<file path="config.mk">
export PLATFORM = sky130hd
export DESIGN_NAME = multi_pulse_sync_rx
export DESIGN_NICKNAME = d
export VERILOG_FILES = /design/src/rtl/pulse_sync_pkg.sv /design/src/rtl/toggle_sync_cell.sv /design/src/rtl/multi_pulse_sync_rx.sv
export SDC_FILE = /design/constraint.sdc
export NUM_CORES = 1
export LEC_CHECK = 0
export CAP_MARGIN = 40
export CORE_ASPECT_RATIO = 2
export CORE_MARGIN = 1
export CORE_UTILIZATION = 33
export DETAILED_ROUTE_END_ITERATION = 10
export PLACE_DENSITY = 0.53
export SYNTH_ARGS = -nofsm -noshare
export SYNTH_HDL_FRONTEND = slang
export SYNTH_SLANG_ARGS = --single-unit
</file>
<file path="constraint.sdc">
create_clock -name i_clock -period 3.03 [get_ports i_clock]
set_input_delay 0.606 -clock i_clock [delete_from_list [all_inputs] [get_ports i_clock]]
set_output_delay 0.606 -clock i_clock [all_outputs]
set_load 0.01 [all_outputs]
</file>
<file path="src/rtl/pulse_sync_pkg.sv">
// Shared definitions for the multi-channel toggle pulse receiver:
// minimum synchronizer depth, output-slot state encoding and the
// width/saturation helper functions used to size ports and counters.
package pulse_sync_pkg;

   // Fewer than two flops gives no metastability settling time at all.
   localparam int SYNC_STAGES_MIN = 2;

   // Occupancy of the single-entry event output slot.
   typedef enum logic {
      SLOT_EMPTY = 1'b0,
      SLOT_FULL  = 1'b1
   } slot_state_e;

   // Width of a channel index; a single channel still needs one bit.
   function automatic int ch_idx_w(input int num_ch);
      return (num_ch > 1) ? $clog2(num_ch) : 1;
   endfunction

   // Largest value a cnt_w-bit pending counter may hold.
   function automatic int sat_max(input int cnt_w);
      return (1 << cnt_w) - 1;
   endfunction

endpackage

</file>
<file path="src/rtl/toggle_sync_cell.sv">
// One channel of the receiver: brings an asynchronous toggle level into
// i_clock through a flop chain and converts each level change into a
// single-cycle edge flag.
module toggle_sync_cell
   import pulse_sync_pkg::*;
#(
   parameter int SYNC_STAGES = 3
) (
   input  logic i_clock,
   input  logic i_rst_n,
   input  logic i_toggle,
   output logic o_edge
);

   // Depth is clamped so a mis-set parameter can never remove settling time.
   localparam int S = (SYNC_STAGES < SYNC_STAGES_MIN) ? SYNC_STAGES_MIN : SYNC_STAGES;

   logic [S-1:0] r_sync;
   logic         r_last;

   // Shift the raw toggle through the chain and remember the previous settled level.
   always_ff @(posedge i_clock) begin
      if (!i_rst_n) begin
         r_sync <= '0;
         r_last <= 1'b0;
      end else begin
         r_sync <= {r_sync[S-2:0], i_toggle};
         r_last <= r_sync[S-1];
      end
   end

   // A difference between the settled level and its previous value is one source event.
   assign o_edge = r_sync[S-1] ^ r_last;

endmodule

</file>
<file path="src/rtl/multi_pulse_sync_rx.sv">
// Destination-domain receiver for several toggle-encoded event channels.
// Each channel is synchronized and edge-detected into o_pulse; events are
// also counted per channel and served round-robin through a one-entry
// valid/ready slot. Every consumed event flips that channel's ack toggle,
// and a sticky overflow flag records events lost to a saturated counter.
module multi_pulse_sync_rx
   import pulse_sync_pkg::*;
#(
   parameter int NUM_CH      = 4,
   parameter int SYNC_STAGES = 3,
   parameter int CNT_W       = 3
) (
   input  logic                          i_clock,
   input  logic                          i_rst_n,
   input  logic [NUM_CH-1:0]             i_toggle,
   output logic [NUM_CH-1:0]             o_pulse,
   output logic                          o_evt_valid,
   output logic [ch_idx_w(NUM_CH)-1:0]   o_evt_ch,
   input  logic                          i_evt_ready,
   output logic [NUM_CH-1:0]             o_ack_toggle,
   output logic [NUM_CH-1:0]             o_overflow,
   input  logic                          i_clr_overflow
);

   localparam int               CH_W     = ch_idx_w(NUM_CH);
   localparam logic [CNT_W-1:0] PEND_MAX = CNT_W'(sat_max(CNT_W));

   // Index base+off folded back into 0..NUM_CH-1 (off is always < NUM_CH).
   function automatic logic [CH_W-1:0] wrap_idx(input logic [CH_W-1:0] base, input int off);
      int s;
      s = int'(base) + off;
      if (s >= NUM_CH) begin
         s = s - NUM_CH;
      end
      return CH_W'(s);
   endfunction

   // ---- stage p0: per-channel synchronizers and edge detectors ----
   logic [NUM_CH-1:0] w_edge;

   genvar g;
   generate
      for (g = 0; g < NUM_CH; g++) begin : g_ch
         toggle_sync_cell #(
            .SYNC_STAGES (SYNC_STAGES)
         ) u_cell (
            .i_clock  (i_clock),
            .i_rst_n  (i_rst_n),
            .i_toggle (i_toggle[g]),
            .o_edge   (w_edge[g])
         );
      end
   endgenerate

   assign o_pulse = w_edge;

   // ---- stage p1: pending counters, arbiter, output slot ----
   logic [CNT_W-1:0]  r_pend [NUM_CH];
   logic [NUM_CH-1:0] w_pend_nz;
   logic [CH_W-1:0]   r_rr_ptr;
   logic [CH_W-1:0]   r_evt_ch;
   slot_state_e       r_slot_state;
   slot_state_e       w_slot_state;
   logic              w_load;
   logic              w_xfer;
   logic              w_found;
   logic [CH_W-1:0]   w_sel;
   logic [NUM_CH-1:0] w_dec;
   logic [NUM_CH-1:0] w_ovf_set;
   logic [NUM_CH-1:0] w_ack_flip;
   logic [NUM_CH-1:0] r_ack;
   logic [NUM_CH-1:0] r_overflow;

   // Flag channels with at least one registered pending event; new edges wait a cycle.
   always_comb begin
      w_pend_nz = '0;
      for (int c = 0; c < NUM_CH; c++) begin
         w_pend_nz[c] = (r_pend[c] != '0);
      end
   end

   // Round-robin search: first pending channel at or after r_rr_ptr, wrapping.
   always_comb begin
      w_found = 1'b0;
      w_sel   = '0;
      for (int k = 0; k < NUM_CH; k++) begin
         if (!w_found && w_pend_nz[wrap_idx(r_rr_ptr, k)]) begin
            w_found = 1'b1;
            w_sel   = wrap_idx(r_rr_ptr, k);
         end
      end
   end

   // Slot occupancy state register.
   always_ff @(posedge i_clock) begin
      if (!i_rst_n) begin
         r_slot_state <= SLOT_EMPTY;
      end else begin
         r_slot_state <= w_slot_state;
      end
   end

   // Slot next state: reload when empty or draining this cycle, empty if nothing is pending.
   always_comb begin
      w_slot_state = r_slot_state;
      w_load       = 1'b0;
      case (r_slot_state)
         SLOT_EMPTY: w_load = 1'b1;
         SLOT_FULL:  w_load = i_evt_ready;
         default:    w_load = 1'b1;
      endcase
      if (w_load) begin
         w_slot_state = w_found ? SLOT_FULL : SLOT_EMPTY;
      end
   end

   assign o_evt_valid = (r_slot_state == SLOT_FULL);
   assign o_evt_ch    = r_evt_ch;
   assign w_xfer      = o_evt_valid & i_evt_ready;

   // Channel consumed by this cycle's load, and counters that would exceed saturation.
   always_comb begin
      w_dec = '0;
      if (w_load && w_found) begin
         w_dec[w_sel] = 1'b1;
      end
      w_ovf_set = '0;
      for (int c = 0; c < NUM_CH; c++) begin
         w_ovf_set[c] = w_edge[c] & ~w_dec[c] & (r_pend[c] == PEND_MAX);
      end
   end

   // Pending counters: a same-cycle edge and load cancel; saturation holds the value.
   always_ff @(posedge i_clock) begin
      if (!i_rst_n) begin
         for (int c = 0; c < NUM_CH; c++) begin
            r_pend[c] <= '0;
         end
      end else begin
         for (int c = 0; c < NUM_CH; c++) begin
            if (w_edge[c] && !w_dec[c] && !w_ovf_set[c]) begin
               r_pend[c] <= r_pend[c] + CNT_W'(1);
            end else if (w_dec[c] && !w_edge[c]) begin
               r_pend[c] <= r_pend[c] - CNT_W'(1);
            end
         end
      end
   end

   // Capture the selected channel and advance the round-robin pointer past it.
   always_ff @(posedge i_clock) begin
      if (!i_rst_n) begin
         r_evt_ch <= '0;
         r_rr_ptr <= '0;
      end else if (w_load && w_found) begin
         r_evt_ch <= w_sel;
         r_rr_ptr <= wrap_idx(w_sel, 1);
      end
   end

   // ---- stage p2: acknowledge toggles and overflow flags ----
   assign w_ack_flip = w_xfer ? (NUM_CH'(1) << r_evt_ch) : '0;

   // Flip the ack of each consumed channel; overflow is sticky and a new set beats clear.
   always_ff @(posedge i_clock) begin
      if (!i_rst_n) begin
         r_ack      <= '0;
         r_overflow <= '0;
      end else begin
         r_ack      <= r_ack ^ w_ack_flip;
         r_overflow <= (i_clr_overflow ? '0 : r_overflow) | w_ovf_set;
      end
   end

   assign o_ack_toggle = r_ack;
   assign o_overflow   = r_overflow;

endmodule

</file>
Word-level counts from Yosys, hierarchy flattened

Memories as Yosys holds them, arrays and structs flattened.
Cells that the tools add are included.

Flip-flop bits (word level): 29
Memory bits (writable): 12
Input bits: 8
Output and inout bits: 15
Word-level logic and storage cells: 176
Memories kept: 1

Add/sub/neg operators: 17
Magnitude comparators: 11
Equality and inequality tests: 4
Shifts and indexed selects: 1
Mux-type cells: 65
Bitwise gates (word level): 28
Reduce and logical (&&, ||, !) cells: 36

Memories:

| memory | words | bits a word | read ports | clocked after memory_dff | wr ports | line                      | RTL |
|---|---|---|---|---|---|---|---|
| r_pend | 4     | 3           | 4          | 0                        | 4        | multi_pulse_sync_rx.sv:58 | `logic [CNT_W-1:0] r_pend [NUM_CH];` |

Operators by type and width:

| kind                                                                          | count |
|---|---|
| 1-bit two-way mux                                                             | 39 |
| 3-bit two-way mux                                                             | 8 |
| 2-bit two-way mux                                                             | 9 |
| 1-bit logical AND                                                             | 17 |
| 1-bit zero test                                                               | 15 |
| 2-bit by 3-bit less-than comparator with 1-bit output (second input constant) | 5 |
| 3-bit by 1-bit adder with 3-bit output (second input constant)                | 4 |
| 3-bit == test (second input constant)                                         | 4 |
| 3-bit >= comparator (second input constant)                                   | 4 |
| 4-bit two-way mux                                                             | 3 |
| 3-bit nonzero test                                                            | 4 |
| 3-bit by 1-bit subtractor with 3-bit output (second input constant)           | 4 |
| 2-bit by 1-bit subtractor with 2-bit output (second input constant)           | 5 |
| 1-bit bitwise AND                                                             | 9 |
| 1-bit binary-select mux with 2-bit select                                     | 4 |
| 1-bit bitwise OR                                                              | 8 |
| 2-bit by 1-bit adder with 3-bit output (second input constant)                | 2 |
| 2-bit by 2-bit adder with 3-bit output (second input constant)                | 2 |
| 1-bit inverter                                                                | 5 |
| 4-bit bitwise OR                                                              | 1 |
| 1-bit by 2-bit left shift with 4-bit output (first input constant)            | 1 |
| 1-bit bitwise XOR                                                             | 4 |
| 4-bit bitwise XOR                                                             | 1 |
| 2-bit by 3-bit >= comparator with 1-bit output (second input constant)        | 1 |
| other kinds (3)                                                               | 3 |

Longest topological paths before layout

Gate-level depths: netlist (run 1).

Word-level depth: 29
Mapped depth: 12

Hierarchy

A second synthesis (run 1) with hierarchy kept.

Cells, all modules: 196
Area, all modules: 1970.6 sq um

Modules (own cells, without submodules):

| module              | times used | cells each | area an instance (sq um) | sequential area each (sq um) |
|---|---|---|---|---|
| multi_pulse_sync_rx | 1          | 160        | 1510.2                   | 620.6 |
| toggle_sync_cell    | 4          | 9          | 115.1                    | 80.1 |

Least setup slack after synthesis (run 1)

OpenSTA, ideal clock, no wires.

Path kind: reg-to-reg
Start: memory r_pend[3][0]
End: memory r_pend[0][2] (data pin)
Library setup time: 147 ps
Arrival: 2577 ps
Slack: 307 ps
Cell stages (with the launch flop): 13
Path buffers: 1
Clock period less this slack: 2723 ps
Cell sequence: edfxtp_1 -> inv_1 -> ha_1 -> nor2b_1 -> o21a_1 -> a21oi_1 -> buf_2 -> nor2_1 -> nand3_1 -> fa_1 -> xnor2_1 -> or4_1 -> a21oi_1

RTL lines:

| what               | line |
|---|---|
| start: declaration | multi_pulse_sync_rx.sv:58 |

==> results.py, run 1 <==
metrics = {
    "status": {
        "outcome": "finished with violations",
        "violations": "design-rule violations",
    },
    "power_and_ir_drop": {
        "ir_worst_vdd_mv": 0.516,
        "seq_power_share_pct": 33.4,
        "power_switching_share_pct": 39.0,
        "clkPwrFrac_pct": 21.4,
        "leakagePower_nw": 0.960,
        "p_int_mw": 1.48,
        "power_density_nw_per_um2": 959,
        "combPwrFrac_pct": 45.2,
        "power_switching_mw": 0.946,
    },
    "critical_path": {
        "crit_required_ns": 3.14,
        "startpoint_type": "flip-flop",
        "reg2reg_depth": 8,
        "worstSetupEndpointType": "flip-flop",
        "cp-endpoint": "r_pend[2][2]$_SDFFCE_PN0P_",
        "cp.arrival_ns": 2.95,
        "crit_type": "reg2reg",
        "cp_cell_sequence": "or3_1 -> a211o_1 -> a211oi_1 -> nand3_1 -> fa_1 -> xnor2_1 -> nand3_1 -> o32ai_1",
        "path_max_fanout": 9,
        "worstReg2RegEnd": "r_pend[2][2]$_SDFFCE_PN0P_",
        "crit_start": "r_pend[0][2]$_SDFFCE_PN0P_",
        "r2r_setup_slack_ns": 0.19,
        "crit_top_cell": "nand3_1",
        "cpPeakStageDelay_ns": 0.55,
        "critical_path.reg2reg.startpoint": "r_pend[0][2]$_SDFFCE_PN0P_",
        "crit_path_top_delay_cell": "or3_1",
    },
    "placed_design": {
        "gp_congestion": 0.875,
        "port_buffers": 22,
        "dp_hpwl_mm": 3.58,
    },
    "layout": {
        "diodes": 0,
        "syn_to_final_growth_pct": 23.2,
        "finalCoreUtilization_pct": 42.1,
        "drive_gt1_share_pct": 10.8,
        "regArea_um2": 941,
        "n_fill_cell": 614,
        "nets": 254,
        "multi_input_area_um2": 1010,
        "final_common_cell": "dfxtp_1",
        "mostFrequentLayoutCells": "dfxtp_1 (29), clkdlybuf4s50_1 (22), and2_1 (17)",
    },
    "flow_run": {
        "cap_violations": 0,
    },
    "timing": {
        "drv_slew": 0,
        "grt_setup_unrepaired": "false",
        "setup_viol": 0,
        "hold_violations": 0,
        "skew_ns": 0.00636,
        "slew_headroom_pct": 49.2,
        "final.setup.tns_ns": 0,
        "post-route-period-util_pct": 93.7,
        "layout_min_cycle_time_ns": 2.84,
        "worst_pin_slew_ns": 0.752,
        "max_freq_ghz": 0.352,
    },
    "routing": {
        "drt_iter0_drc": 34,
        "ant_nets": 0,
        "dr.pass1.iters": 7,
        "wire_per_inst_um": 15.4,
        "drc_errors": 1,
        "avgViaCountPerCell": 5.38,
        "drt-total-wl_mm": 4.67,
        "vias": 1631,
    },
    "worst_hold_path": {
        "min_path_type": "reg2reg",
    },
    "synthesis": {
        "synth_top_area_share_pct": 28.3,
        "syn_area_per_cell_um2": 9.82,
        "synthCells": 209,
        "ys_seq_elements": 41,
        "yosys.area.top_type": "dfxtp_1",
        "synth-edff-count": 12,
        "synth.area.mux_share_pct": 0.488,
        "async_flop_share_pct": 0,
        "synthAdderAreaFrac_pct": 5.36,
        "ys_dominant_reg_cell": "dfxtp_1",
        "syn-num-nets": 224,
        "ys_seq_area_share_pct": 45.8,
        "synth_compound_area_share_pct": 16.9,
        "synthSimpleGateAreaFrac_pct": 20.8,
        "synth_area_leaders": "dfxtp_1 (28%), edfxtp_1 (18%), and2_1 (5.2%)",
        "synth-xor-area-share_pct": 5.55,
        "ys_warn_count": 0,
        "synth_top_family_by_area": "simple AND/OR/NAND/NOR gates",
        "mappedNetlistArea_um2": 2050,
        "synth.distinct_cells": 51,
    },
    "clock_tree": {
        "htreeDepth": 2,
        "clk_latency_ns": 0.29,
        "cts-resized-gates": 0,
        "cts_made_buffers": 5,
        "cts_tree": "done",
        "cts_hold_buffers": 0,
        "cts_root_buf": "clkbuf_16",
        "cts_buffer_depth": 2,
        "path_clk_slew_ns": 0.06,
        "post-cts-setup-buffers": 0,
        "cts_sinks": 41,
    },
    "grt": {
        "antenna_found_initial": 0,
        "grt_usage_pct": 16.3,
        "grt_overflow": 0,
        "grt_pass1_wl_mm": 7.97,
        "grt_pass1_vias": 1620,
        "grt_max_degree": 26,
    },
    "die": {
        "die-area_um2": 6560,
        "core_um2": 6010,
        "die_h_um": 114,
        "die_w_um": 57.8,
        "start_util_pct": 34.2,
        "num_rows": 40,
        "io_pins": 23,
    },
}
==> state kept, by name, summed over array words and instances, names as in the netlist <==
register	cells
o_ack_toggle	4
r_pend	12
o_overflow	4
r_rr_ptr	2
g_ch.u_cell.r_sync	12
o_evt_ch	2
g_ch.u_cell.r_last	4
o_evt_valid	1
==> cell families (layout without fill, tap and decap cells) <==
family                     Yosys count  in the layout
DFF                                 41             41
AOI/OAI and AO/OA                   47             47
adders and majority gates            7              7
muxes                                1              1
xor gates and xnor gates            13             13
buffers and inverters               23             54
and+or+nand+nor                     77             77
==> critical path: cells and delay by family, from the launching register on <==
kind | cells | cell delay [ns]
AO/OA/AOI/OAI | 3 | 0.83
flip-flops | 1 | 0.43
XOR/XNOR | 1 | 0.20
AND/OR/NAND/NOR | 3 | 0.79
adder cells (fa/ha/maj) | 1 | 0.40
==> synthesized netlist by cell type (2+ instances only) <==
| library cell | n |
|---|---|
| nand2_1 | 9 |
| o211ai_1 | 2 |
| fa_1 | 3 |
| o21ai_0 | 8 |
| nand4_1 | 3 |
| edfxtp_1 | 12 |
| nor2_1 | 14 |
| ha_1 | 4 |
| clkbuf_1 | 5 |
| and2_1 | 17 |
| nor3_2 | 2 |
| nand2b_1 | 2 |
| dfxtp_1 | 29 |
| inv_1 | 10 |
| buf_4 | 4 |
| xor2_1 | 5 |
| nand3_1 | 11 |
| o21a_1 | 2 |
| a22oi_1 | 2 |
| nor2b_1 | 4 |
| a21oi_1 | 7 |
| and3_1 | 2 |
| o22ai_1 | 2 |
| a211oi_1 | 7 |
| or3_1 | 4 |
| nor3_1 | 3 |
| xnor2_1 | 8 |
| a31oi_1 | 2 |
| buf_2 | 2 |
| o31ai_1 | 3 |
==> power groups by stage <==
stage                     combinational (mW)  clock, mW  sequential (mW)
after floorplan                        0.731          0            0.791
after global placement                  1.08          0            0.820
after detailed placement                1.08          0            0.824
after CTS                               1.09      0.540            0.811
after global routing                    1.19      0.560            0.831
final                                   1.10      0.519            0.811
==> per-layer routing <==
metal / track usage, % / vias to the layer above / wire, um
li1: - / 809 / -
met1: 16.7 / 794 / 1850
met2: 28.8 / 19 / 2550
met3: 3.97 / 9 / 122
met4: 10.3 / 0 / 152
met5: 0 / - / 0
==> worst min-delay path by stage <==
stage	to	cells past startpoint	start
4_1_cts	g_ch[3].u_cell.r_sync[1]$_SDFF_PN0_	1	g_ch[3].u_cell.r_sync[0]$_SDFF_PN0_
3_5_place_dp	g_ch[3].u_cell.r_sync[1]$_SDFF_PN0_	1	g_ch[3].u_cell.r_sync[0]$_SDFF_PN0_
5_1_grt	g_ch[2].u_cell.r_sync[1]$_SDFF_PN0_	1	g_ch[2].u_cell.r_sync[0]$_SDFF_PN0_
3_3_place_gp	g_ch[1].u_cell.r_sync[1]$_SDFF_PN0_	1	g_ch[1].u_cell.r_sync[0]$_SDFF_PN0_
6_report	g_ch[1].u_cell.r_sync[1]$_SDFF_PN0_	1	g_ch[1].u_cell.r_sync[0]$_SDFF_PN0_
2_1_floorplan	g_ch[0].u_cell.r_sync[1]$_SDFF_PN0_	1	g_ch[0].u_cell.r_sync[0]$_SDFF_PN0_
==> metrics by stage <==
| step | std cells | cell area [um^2] | setup WS (ns) | hold slack (ns) | total power, mW |
|---|---|---|---|---|---|
| 2_1_floorplan | 209 | 2050 | 0.307 | 0.412 | 1.52 |
| 3_3_place_gp | 295 | 2390 | -0.00837 | 0.416 | 1.90 |
| 3_5_place_dp | 295 | 2390 | -0.0290 | 0.418 | 1.90 |
| 4_1_cts | 303 | 2530 | 0.190 | 0.434 | 2.44 |
| 5_1_grt | 303 | 2530 | 0.0217 | 0.442 | 2.59 |
| 6_report | 303 | 2530 | 0.191 | 0.431 | 2.43 |
==> final cells by class <==
| type | instances | area share, % |
|---|---|---|
| clock buffers | 6 | 5.10 |
| clock inverters | 2 | 0.495 |
| inverters | 11 | 1.63 |
| multi-input cells | 145 | 39.9 |
| flip-flops and latches | 41 | 37.2 |
| well taps | 63 | 3.12 |
| repair buffers | 35 | 12.6 |
Power figures use the tool's default switching activity.
==> inputs of run 2 (changes only) <==
--- a/config.mk
+++ b/config.mk
@@ -6,11 +6,13 @@
 export NUM_CORES = 1
 export LEC_CHECK = 0
 export CAP_MARGIN = 40
+export CELL_PAD_IN_SITES_DETAIL_PLACEMENT = 1
+export CELL_PAD_IN_SITES_GLOBAL_PLACEMENT = 1
 export CORE_ASPECT_RATIO = 2
 export CORE_MARGIN = 1
 export CORE_UTILIZATION = 33
 export DETAILED_ROUTE_END_ITERATION = 10
-export PLACE_DENSITY = 0.53
+export PLACE_DENSITY = 0.64
 export SYNTH_ARGS = -nofsm -noshare
 export SYNTH_HDL_FRONTEND = slang
 export SYNTH_SLANG_ARGS = --single-unit
==> run 2 against run 1 <==
Effect of this change: the flow now finishes without violations; largest cell class unchanged; critical endpoint is now r_pend[2][1]$_SDFFCE_PN0P_; setup slack worse by 0.075 ns; first-iteration DRC count down 21%; clock-buffer cell count up 1; global-route usage up 1.6 points; die area unchanged; sequential power down 0.5%; critical path depth down 2; maximum frequency down 2.6%; largest power group unchanged; highest routed layer unchanged; sequential share of layout area down 0.36 points; sequential cell count unchanged.
==> results.py, run 2 (same netlist as run 1, synthesis figures left out) <==
metrics = {
    "timing": {
        "slew_headroom_pct": 48.6,
        "layout_min_cycle_time_ns": 2.91,
        "grt_setup_unrepaired": "true",
        "skew_ns": 0.00353,
        "final.setup.tns_ns": 0,
        "drv_slew": 0,
        "hold_violations": 0,
        "post-route-period-util_pct": 96.2,
        "whs_ns": 0.436,
        "worst_pin_slew_ns": 0.761,
        "setup_viol": 0,
        "max_freq_ghz": 0.343,
    },
    "grt": {
        "grt_usage_pct": 17.9,
        "grt_overflow": 0,
        "antenna_found_initial": 0,
        "grt_pass1_wl_mm": 8.78,
        "grt_pass1_vias": 1811,
        "grt_max_degree": 18,
    },
    "clock_tree": {
        "path_clk_slew_ns": 0.06,
        "cts_buffer_depth": 2,
        "cts_root_buf": "clkbuf_16",
        "htreeDepth": 2,
        "cts_tree": "done",
        "cts_made_buffers": 5,
        "cts_hold_buffers": 0,
        "post-cts-setup-buffers": 0,
        "cts-resized-gates": 0,
        "clk_latency_ns": 0.29,
        "cts_sinks": 41,
    },
    "power_and_ir_drop": {
        "combPwrFrac_pct": 46.3,
        "ir_worst_vdd_mv": 0.462,
        "clkPwrFrac_pct": 20.7,
        "p_int_mw": 1.49,
        "power_switching_share_pct": 39.3,
        "power_density_nw_per_um2": 959,
        "leakagePower_nw": 0.974,
        "seq_power_share_pct": 32.9,
        "power_switching_mw": 0.962,
    },
    "critical_path": {
        "cpPeakStageDelay_ns": 0.77,
        "crit_start": "r_pend[1][2]$_SDFFCE_PN0P_",
        "crit_required_ns": 3.13,
        "worstSetupEndpointType": "flip-flop",
        "cp.arrival_ns": 3.01,
        "startpoint_type": "flip-flop",
        "cp_cell_sequence": "or3_1 -> o41ai_1 -> a31oi_1 -> nand3_1 -> fa_1 -> a211oi_1",
        "critical_path.reg2reg.startpoint": "r_pend[1][2]$_SDFFCE_PN0P_",
        "path_max_fanout": 6,
        "crit_path_top_delay_cell": "o41ai_1",
        "crit_type": "reg2reg",
    },
    "die": {
        "start_util_pct": 34.2,
        "die_h_um": 114,
        "die-area_um2": 6560,
        "core_um2": 6010,
        "io_pins": 23,
        "num_rows": 40,
        "die_w_um": 57.8,
    },
    "layout": {
        "drive_gt1_share_pct": 11.6,
        "finalCoreUtilization_pct": 42.5,
        "mostFrequentLayoutCells": "dfxtp_1 (29), clkdlybuf4s50_1 (22), and2_1 (17)",
        "diodes": 0,
        "syn_to_final_growth_pct": 24.4,
        "final_common_cell": "dfxtp_1",
        "stdcell_area_um2": 2550,
        "top_regs": "g_ch.u_cell.r_sync (12), r_pend (12)",
        "nets": 256,
        "fin_cells": 305,
        "n_fill_cell": 702,
    },
    "routing": {
        "wire_per_inst_um": 16.9,
        "drc_errors": 0,
        "drt-total-wl_mm": 5.16,
        "vias": 1670,
        "avgViaCountPerCell": 5.48,
        "ant_nets": 0,
        "drt_iter0_drc": 27,
        "dr.pass1.iters": 4,
    },
    "status": {
        "outcome": "finished, final reports clean",
    },
    "placed_design": {
        "gp_congestion": 0.817,
        "dp_hpwl_mm": 4.00,
        "port_buffers": 22,
        "dpl_cell_area_um2": 2400,
        "dp_cells": 297,
    },
    "worst_hold_path": {
        "min_path_type": "reg2reg",
        "min-delay-start": "g_ch[0].u_cell.r_sync[1]$_SDFF_PN0_",
    },
    "flow_run": {
        "cap_violations": 0,
    },
}
==> run 2: changes by cell type in the layout (fill, tap and decap cells not counted), sizes merged <==
| cell | delta |
|---|---|
| clkbuf | +1 |
| inv | -2 |
| clkinv | +1 |
| buf | +2 |
==> run 2: worst paths after layout <==
kind                                         endpoint  slack (ns)  depth (start not counted)
setup / recovery           r_pend[2][1]$_SDFFCE_PN0P_        0.12                          6
hold / removal    g_ch[0].u_cell.r_sync[2]$_SDFF_PN0_        0.44                          1
setup reg to reg           r_pend[2][1]$_SDFFCE_PN0P_        0.12                          6
hold reg to reg   g_ch[0].u_cell.r_sync[2]$_SDFF_PN0_        0.44                          1
==> run 2: final cells by class <==
type	count	area [um^2]	area share [%]
multi-input combinational	145	1020	40.1
sequential	41	941	36.8
timing repair buffer	37	333	13.0
clock buffer	7	133	5.19
tap	63	78.8	3.09
inverter	11	41.3	1.62
clock inverter	1	3.75	0.147
==> run 2: per-stage QoR <==
step	total power [mW]	worst slack [ns]
2_1_floorplan	1.52	0.307
3_3_place_gp	1.91	0.0399
3_5_place_dp	1.93	0.00271
4_1_cts	2.45	0.0866
5_1_grt	2.62	-0.0283
6_report	2.45	0.116
==> run 2: power groups by stage <==
stage / clock [mW] / combinational [mW] / sequential, mW
4_1_cts: 0.525 / 1.12 / 0.806
5_1_grt: 0.545 / 1.25 / 0.824
6_report: 0.508 / 1.14 / 0.807
3_3_place_gp: 0 / 1.10 / 0.812
3_5_place_dp: 0 / 1.11 / 0.817
2_1_floorplan: 0 / 0.731 / 0.791
==> run 2: per-layer routing <==
metal | track usage [%] | share of wire (%) | up-vias
li1 | - | - | 811
met1 | 18.3 | 36 | 820
met4 | 9.84 | 3.8 | 0
met2 | 33.3 | 57 | 26
met3 | 3.17 | 2.3 | 13
met5 | 0 | 0 | -
==> run 2: critical path: cells and delay by family (launching register included) <==
| kind | cells | cell delay (ns) |
|---|---|---|
| and+or+nand+nor | 2 | 0.70 |
| adders and majority gates | 1 | 0.43 |
| DFF | 1 | 0.44 |
| AOI/OAI and AO/OA | 3 | 1.15 |
